<file path="config.mk">
export PLATFORM = sky130hd
export DESIGN_NAME = shifter_arbiter
export DESIGN_NICKNAME = d
export VERILOG_FILES = /design/src/rtl/shifter_arbiter.sv
export SDC_FILE = /design/constraint.sdc
export NUM_CORES = 1
export LEC_CHECK = 0
export CAP_MARGIN = 15
export CORE_ASPECT_RATIO = 2
export CORE_UTILIZATION = 42
export CTS_BUF_LIST = sky130_fd_sc_hd__clkbuf_8
export DETAILED_ROUTE_END_ITERATION = 10
export PLACE_DENSITY_LB_ADDON = 0.05
export REMOVE_ABC_BUFFERS = 1
export SLEW_MARGIN = 20
export SYNTH_ARGS = -nofsm -noshare
export SYNTH_HDL_FRONTEND = slang
export SYNTH_SLANG_ARGS = --single-unit
</file>
<file path="constraint.sdc">
create_clock -name i_clock -period 2.4 [get_ports i_clock]
set_clock_uncertainty 0.05 [all_clocks]
set_input_delay 0.36 -clock i_clock [delete_from_list [all_inputs] [get_ports i_clock]]
set_output_delay 0.36 -clock i_clock [all_outputs]
set_load 0.03 [all_outputs]
</file>
<file path="src/rtl/shifter_arbiter.sv">
// shifter_arbiter: round-robin sharing of one iterative Shifter between two requesters.
// Optional watchdog on the shifter handshake: define SHIFTER_ARBITER_TIMEOUT_EN.
module shifter_arbiter #(
    parameter int N       = 4,
    parameter int TIMEOUT = 64
) (
    input  logic         i_clock,
    input  logic         i_reset,
    input  logic [1:0]   i_req_valid,
    output logic [1:0]   o_req_ready,
    input  logic         i_req0_direction,
    input  logic         i_req1_direction,
    input  logic         i_req0_rotate,
    input  logic         i_req1_rotate,
    input  logic [N-1:0] i_req0_iterations,
    input  logic [N-1:0] i_req1_iterations,
    input  logic [N-1:0] i_req0_value,
    input  logic [N-1:0] i_req1_value,
    output logic [1:0]   o_resp_valid,
    input  logic [1:0]   i_resp_ready,
    output logic [N-1:0] o_resp_value,
    output logic         o_resp_error,
    output logic         o_shift_start,
    input  logic         i_shift_finished,
    output logic         o_shift_direction,
    output logic         o_shift_rotate,
    output logic [N-1:0] o_shift_iterations,
    output logic [N-1:0] o_shift_value,
    input  logic [N-1:0] i_shift_value
);
    localparam logic [1:0] IDLE    = 2'd0;
    localparam logic [1:0] ISSUE   = 2'd1;
    localparam logic [1:0] WAIT    = 2'd2;
    localparam logic [1:0] RESPOND = 2'd3;

    logic [1:0]   state;
    logic         ptr;
    logic         winner;
    logic         sel;
    logic         sel_dir;
    logic         sel_rot;
    logic [N-1:0] sel_iter;
    logic [N-1:0] sel_val;
    logic         timeout;

    // The pointer port wins whenever it is requesting; otherwise the other port.
    always_comb begin
        sel         = i_req_valid[ptr] ? ptr : ~ptr;
        sel_dir     = sel ? i_req1_direction  : i_req0_direction;
        sel_rot     = sel ? i_req1_rotate     : i_req0_rotate;
        sel_iter    = sel ? i_req1_iterations : i_req0_iterations;
        sel_val     = sel ? i_req1_value      : i_req0_value;
        o_req_ready = (state == IDLE && |i_req_valid) ? {sel, ~sel} : 2'b00;
    end

    always_ff @(posedge i_clock or negedge i_reset) begin
        if (!i_reset) begin
            state              <= IDLE;
            ptr                <= 1'b0;
            winner             <= 1'b0;
            o_resp_valid       <= 2'b00;
            o_resp_value       <= '0;
            o_shift_start      <= 1'b0;
            o_shift_direction  <= 1'b0;
            o_shift_rotate     <= 1'b0;
            o_shift_iterations <= '0;
            o_shift_value      <= '0;
        end else begin
            o_shift_start <= 1'b0;
            case (state)
                IDLE: if (|i_req_valid) begin
                    winner             <= sel;
                    o_shift_direction  <= sel_dir;
                    o_shift_rotate     <= sel_rot;
                    o_shift_iterations <= sel_iter;
                    o_shift_value      <= sel_val;
                    if (sel_iter == '0) begin
                        o_resp_value <= sel_val;
                        o_resp_valid <= {sel, ~sel};
                        state        <= RESPOND;
                    end else begin
                        o_shift_start <= 1'b1;
                        state         <= ISSUE;
                    end
                end
                ISSUE: state <= WAIT;
                WAIT: if (i_shift_finished || timeout) begin
                    o_resp_value <= i_shift_finished ? i_shift_value : '0;
                    o_resp_valid <= {winner, ~winner};
                    state        <= RESPOND;
                end
                RESPOND: if (i_resp_ready[winner]) begin
                    ptr          <= ~winner;
                    o_resp_valid <= 2'b00;
                    state        <= IDLE;
                end
                default: state <= IDLE;
            endcase
        end
    end

`ifdef SHIFTER_ARBITER_TIMEOUT_EN
    localparam int CW = $clog2(TIMEOUT + 1);
    logic [CW-1:0] cnt;

    assign timeout = (state == WAIT) && !i_shift_finished && (cnt == CW'(TIMEOUT - 1));

    // Counter is held at zero outside WAIT, so it restarts on every entry.
    always_ff @(posedge i_clock or negedge i_reset) begin
        if (!i_reset) begin
            cnt          <= '0;
            o_resp_error <= 1'b0;
        end else begin
            cnt <= (state == WAIT) ? cnt + 1'b1 : '0;
            if (state == IDLE || (state == WAIT && i_shift_finished))
                o_resp_error <= 1'b0;
            else if (timeout)
                o_resp_error <= 1'b1;
        end
    end
`else
    localparam int unused_timeout = TIMEOUT;
    assign timeout      = 1'b0;
    assign o_resp_error = 1'b0;
`endif
endmodule
</file>
Yosys cells after proc, flatten, opt, wreduce, memory -nomap -nowiden

Index checks and enable logic that the tools add are counted.

Register bits: 21
Input port bits: 31
Output and inout port bits: 20
Logic and storage cells: 59

$lt $le $gt $ge: 2
Eq/ne operators: 7
Mux-type cells: 26
Bitwise operators: 3
Reduce and logical (&&, ||, !) cells: 11

Operators with widths:

| kind               | number |
|---|---|
| $mux 4             | 5 |
| $mux 2             | 8 |
| $mux 1             | 10 |
| $pmux 2 s4         | 1 |
| $pmux 4 s2         | 1 |
| $pmux 2 s3         | 1 |
| $reduce_and 5->1   | 1 |
| $eq 2x2->1 const B | 2 |
| $logic_not 4->1    | 1 |
| $lt 1x2->1 const B | 2 |
| $ne 2x1->1 const B | 2 |
| $ne 2x2->1 const B | 2 |
| $reduce_and 2->1   | 2 |
| $reduce_and 4->1   | 1 |
| $not 1->1          | 3 |
| $reduce_and 3->1   | 1 |
| $reduce_bool 3->1  | 1 |
| $eq 2x1->1 const B | 1 |
| $logic_not 2->1    | 1 |
| $reduce_bool 2->1  | 1 |
| $reduce_or 2->1    | 1 |
| $logic_and 1x1->1  | 1 |

Longest topological paths before layout

Gate-level depths: netlist (run 1).

Word-level depth: 8
Gate-level depth with buffers: 6

Worst setup path after synthesis (run 1)

OpenSTA, ideal clock, no wires.

Path type: input to register
Start point: in i_req0_iterations[3]
End point: reg o_resp_valid[0]
Arrival time: 1.867 ns
Required time: 2.225 ns
Setup slack: 0.358 ns
Cell stages on the path: 4
Path through: or4_1 -> or3_4 -> a311oi_2 -> mux2_2

Longest elaborated chain between the ends: 4

Ends and longest elaborated chain:

| what                              | RTL line | RTL |
|---|---|---|
| start: declaration                | 15       | `input logic [N-1:0] i_req0_iterations,` |
| $mux 4                            | 51       | `sel_iter = sel ? i_req1_iterations : i_req0_iterations;` |
| $logic_not 4->1                   | 77       | `if (sel_iter == '0) begin` |
| $ne 2x1->1 (no source line)       | --       |  |
| $reduce_and 5->1 (no source line) | --       |  |
| end signal: assignment            | 79       | `o_resp_valid <= {sel, ~sel};` |
| end signal: assignment            | 89       | `o_resp_valid <= {winner, ~winner};` |
| end: declaration                  | 19       | `output logic [1:0] o_resp_valid,` |

No other way between the ends.
A chain may end at the register's enable or synchronous reset.

Final worst setup path (run 1)

Start point: in i_req0_iterations[3]
End point: reg o_resp_valid[1]

The elaborated chain is that of the path after synthesis.

==> impl_metrics.json, run 1 <==
{
  "multi_input_area_um2": 631,
  "synth_largest_area_cell": "dfrtp_1",
  "die_h_um": 77.4,
  "grt.total_usage": 0.220,
  "holdBufCountCts": 0,
  "cp_max_fo": 3,
  "max_stage_delay_ps": 550,
  "drcViolationCount": 0,
  "synth-seq-cells": 21,
  "grt_setup_unrepaired": "no",
  "setup-violations-final": 0,
  "cp_slowest_cell": "or4_1",
  "clkTransAtPathRegs_ps": 80,
  "synth_edf_count": 0,
  "leakage_nw": 0.809,
  "gr-total-overflow": 0,
  "placed_cell_area_um2": 1740,
  "peakVddDrop_v": 0.000757,
  "gp_congestion": 0.743,
  "fmax_mhz": 432,
  "wirelength_um": 3060,
  "path_cells": "clkdlybuf4s50_1 -> or4_1 -> or3_4 -> a311oi_2 -> mux2_2",
  "ioPinCount": 51,
  "powerDensity_nw_per_um2": 1360,
  "cp.required_ps": 2500,
  "dp_hpwl_um": 2390,
  "design_area_um2": 1780,
  "cts_tree": "yes",
  "cts_root_buffer": "clkbuf_8",
  "final_max_slew_viol_count": 0,
  "clock_path_buffers": 2,
  "grt_first_pass_wirelength_um": 4840,
  "final.min_clock_period_ps": 2310,
  "yosysSeqAreaShare": 0.440,
  "core-area_um2": 2740,
  "wire_per_inst_um": 14.6,
  "detail_route.vias_per_cell": 5.35,
  "drt_iter0_drc": 15,
  "synth_top_cell_area_share": 0.440,
  "final_common_cell": "clkdlybuf4s50_1",
  "cts_sinks": 21,
  "dieArea_um2": 3080,
  "portBuffers": 49,
  "numCtsBuffers": 3,
  "grt_max_degree": 22,
  "chipWidth_um": 39.7,
  "antenna_left": 0,
  "final_hold_viol_count": 0,
  "synth_area_leaders": "dfrtp_1, mux2i_1, o21ai_0",
  "dr.pass1.iters": 4,
  "antenna_found_initial": 0,
  "ys_warn_count": 0,
  "synth.cell_area_um2": 1190,
  "crit_type": "primary input to flip-flop",
  "status": "complete, no violations",
  "timing.final.crit_share": 0.964,
  "num_vias": 1119,
  "fillCellCount": 269,
  "rows": 27,
  "avgSynthCellArea_um2": 9.48,
  "htreeDepth": 1,
  "synth.distinct_cells": 28,
  "insertion_delay_ps": 260,
  "antenna_cells": 0,
  "layout.area.seq_um2": 526,
  "total_power_w": 0.00243,
  "initial_core_util": 0.437,
  "hold_class": "primary input to async pin",
  "maxCapViolations": 0,
  "ctsResizeCount": 0,
  "synthCells": 126,
  "arrival_ps": 2410,
  "synth_flop_cell": "dfrtp_1",
  "fin_setup_tns_ps": 0,
  "cp-end-kind": "flip-flop",
  "utilization": 0.652,
  "drive_gt1_frac": 0.100,
  "ys_async_sr_fraction": 1.00,
  "cp-start-kind": "primary input",
  "cts_setup_buffers": 0,
  "grt_pass1_vias": 1137,
  "nets": 216,
  "final_cell_mix": "clkdlybuf4s50_1, dfrtp_1, nor2_1, mux2i_1, nand2_1",
  "synthToLayoutAreaGrowth_pct": 49.2
}
worst paths after layout:
path / startpoint / end / slack (ps) / cells after the start
max in group asynchronous: i_reset / o_shift_value[1] / 1670 / 2
min: i_reset / o_shift_iterations[3] / 400 / 2
max: i_req0_iterations[3] / o_resp_valid[1] / 90 / 5
min reg2reg: o_shift_iterations[0] / o_shift_iterations[0] / 440 / 2
min in group i_clock: o_shift_iterations[0] / o_shift_iterations[0] / 440 / 2
max reg2reg: state[0] / o_resp_valid[1] / 270 / 6
through the flow:
step / hold slack (ps) / setup WS, ps / cells
2_1_floorplan: 14.4 / 89.4 / 121
3_3_place_gp: 413 / -125 / 205
3_5_place_dp: 425 / -182 / 205
4_1_cts: 406 / 91.0 / 209
5_1_grt: 444 / 41.9 / 209
6_report: 399 / 85.8 / 209
cell usage after synthesis (2+ instances only):
library cell	instances
ha_1	4
a21oi_1	2
a32o_1	4
clkbuf_1	3
mux2_2	3
nor2_1	18
inv_1	4
mux2i_1	14
nor3_1	4
nand2_1	14
nor2b_1	4
a22o_1	3
dfrtp_1	21
o21ai_0	14
flip-flops by register name, indices dropped and copies added, names as in the netlist:
name and cells:
o_resp_value 4, o_shift_iterations 4, o_shift_value 4, o_resp_valid 2, state 2, o_shift_direction 1
o_shift_rotate 1, o_shift_start 1, ptr 1, winner 1
report_power, final:
part / switching (W) / internal [W]
Combinational: 0.000849 / 0.000693
Clock: 0.000121 / 0.000114
Sequential: 0.000113 / 0.000535
Total: 0.00108 / 0.00134
logic make-up after synthesis:
| kind of cell | Yosys count | synth area share |
|---|---|---|
| compound gates | 26 | 0.150 |
| fa+ha+maj | 4 | 0.0419 |
| buf+inv | 9 | 0.0325 |
| flops | 21 | 0.440 |
| mux | 17 | 0.146 |
| other cells | 1 | 0.00314 |
| simple gates | 48 | 0.187 |
worst max-delay path, delay by kind of cell:
kind	cells	cell delay, ps
compound gates	1	340
buf+inv	1	420
mux	1	370
simple gates	2	910
area by class of cell:
class	instances	area share
clock buffer	3	0.0232
tap	29	0.0204
clock inverter	1	0.00211
inverter	4	0.00842
timing repair buffer	55	0.298
sequential	21	0.295
multi-input combinational	96	0.354
routing by layer:
| metal | wire length (um) | global-route usage |
|---|---|---|
| met2 | 1640 | 0.379 |
| met1 | 1210 | 0.243 |
| met5 | 0 | 0 |
| met4 | 70 | 0.107 |
| met3 | 137 | 0.0314 |
No activity file was read; power rests on OpenSTA's default activity.
==> inputs of run 2 (changes only) <==
CORE_ASPECT_RATIO = not set   (was 2)
CORE_UTILIZATION = 64   (was 42)
DONT_BUFFER_PORTS = 1   (was not set)
==> impl_metrics.json, run 2 (synthesized netlist as in run 1, its figures left out) <==
{
  "detail_route.vias_per_cell": 5.99,
  "rrSetupSlack_ps": 320,
  "powerDensity_nw_per_um2": 1590,
  "dp_worst_setup_slack_ps": 273,
  "numCtsBuffers": 3,
  "nets": 169,
  "pwr-share-comb": 0.443,
  "cts_tree": "yes",
  "seqPwrFrac": 0.452,
  "fmax_mhz": 480,
  "chipWidth_um": 45.2,
  "grt_setup_unrepaired": "no",
  "cts_setup_buffers": 0,
  "portBuffers": 0,
  "insertion_delay_ps": 250,
  "fin_setup_tns_ps": 0,
  "cts_root_buffer": "clkbuf_8",
  "timing.final.crit_share": 0.867,
  "clkTransAtPathRegs_ps": 70,
  "status": "complete, no violations",
  "cp.required_ps": 2490,
  "use_met1": 0.288,
  "rr_endpoint": "o_resp_valid[1]",
  "instances_no_fill": 158,
  "setup_slack_ps": 318,
  "maxCapViolations": 0,
  "arrival_ps": 2170,
  "gr-total-overflow": 0,
  "worst_pin_slew_ps": 951,
  "grt_util_met2": 0.472,
  "initial_core_util": 0.685,
  "p_int_w": 0.00107,
  "core-area_um2": 1750,
  "drt_iter0_drc": 7,
  "p_clk_frac": 0.106,
  "cp_max_fo": 7,
  "drcViolationCount": 0,
  "cp-start-kind": "flip-flop",
  "grt_pass1_vias": 963,
  "drive_gt1_frac": 0.128,
  "antenna_cells": 0,
  "design_area_um2": 1310,
  "synthToLayoutAreaGrowth_pct": 9.63,
  "cts_sinks": 21,
  "reg_top3": "o_resp_value x4, o_shift_iterations x4, o_shift_value x4",
  "htreeDepth": 1,
  "ctsResizeCount": 0,
  "dr.pass1.iters": 4,
  "leakage_nw": 0.627,
  "peakVddDrop_v": 0.000852,
  "final_hold_viol_count": 0,
  "antenna_left": 0,
  "die_h_um": 45.2,
  "reg2reg_from": "state[0]",
  "grt_max_degree": 22,
  "cp-end-kind": "flip-flop",
  "final_cell_mix": "dfrtp_1, nor2_1, mux2i_1, nand2_1, o21ai_0",
  "crit_type": "flip-flop to flip-flop",
  "holdPathStages": 2,
  "setup-violations-final": 0,
  "placed_cell_area_um2": 1250,
  "dp_hpwl_um": 1900,
  "wire_per_inst_um": 15.4,
  "worst_r2r_path_depth": 6,
  "sw_frac_of_total": 0.485,
  "p_switching_w": 0.00101,
  "maxSlewHeadroom": 0.364,
  "antenna_found_initial": 0,
  "grt_busiest_layer": "met2",
  "min_to": "o_shift_start",
  "dieArea_um2": 2040,
  "final.min_clock_period_ps": 2080,
  "final_max_slew_viol_count": 0,
  "dp.cells": 153,
  "hold_class": "primary input to flip-flop",
  "final_common_cell": "dfrtp_1",
  "clock_path_buffers": 2,
  "min_from": "i_req_valid[1]",
  "grt_first_pass_wirelength_um": 3850,
  "num_vias": 947,
  "met3_usage": 0.0600,
  "ioPinCount": 51,
  "gp_congestion": 0.801,
  "wirelength_um": 2430,
  "grt.total_usage": 0.259,
  "rows": 15
}
-- run 2: changes by cell type in the layout (fill, tap and decap cells not counted) --
cell             before  now
clkdlybuf4s50_1      47    0
dlygate4sd3_1         0    1
buf_4                 8    7
-- run 2: metrics by stage --
stage	hold slack [ps]	util	total power, W
after detailed placement	14.8	0.719	0.00186
after CTS	220	0.751	0.00209
final	210	0.751	0.00208
after floorplan	14.4	-	0.00162
after global placement	14.8	0.719	0.00182
after global routing	220	0.751	0.00223
-- run 2: layout make-up --
type | count | area [um^2]
clock inverter | 1 | 3.75
multi-input combinational | 96 | 631
sequential | 21 | 526
inverter | 4 | 15.0
timing repair buffer | 8 | 62.6
tap | 25 | 31.3
fill | 138 | 435
clock buffer | 3 | 41.3
-- run 2: worst max-delay path by stage --
stage | start | slack [ps] | endpoint
after floorplan | i_req_valid[0] | 90 | o_req_ready[0]
after global placement | i_req0_iterations[3] | 300 | o_resp_valid[0]
after detailed placement | i_req0_iterations[3] | 270 | o_resp_valid[1]
after CTS | state[0] | 320 | o_resp_valid[1]
after global routing | state[0] | 210 | o_resp_valid[1]
final | state[0] | 320 | o_resp_valid[1]
-- run 2: timing repair --
item                                   4_1_cts  5_1_grt
setup endpoints to repair                    0        0
endpoints found under the hold margin       21        0
hold buffers                                 1        0
-- run 2: routing by layer --
layer  part of all wire  routed length (um)
met1               0.43                1040
met2               0.51                1230
met3              0.063                 152
met4             0.0041                  10
met5                  0                   0
-- run 2: power by group through the flow --
stage	clock, W	combinational, W	sequential (W)
6_report	0.000220	0.000921	0.000940
3_3_place_gp	0	0.000879	0.000940
3_5_place_dp	0	0.000913	0.000949
5_1_grt	0.000237	0.00103	0.000960
2_1_floorplan	0	0.000710	0.000911
4_1_cts	0.000225	0.000924	0.000941
-- run 2: critical path, stage by stage, from the launching register on --
cell	delay [ps]
dfrtp_1	420
inv_1	100
ha_1	280
or3b_2	490
o211ai_1	220
a311oi_2	110
mux2_2	300
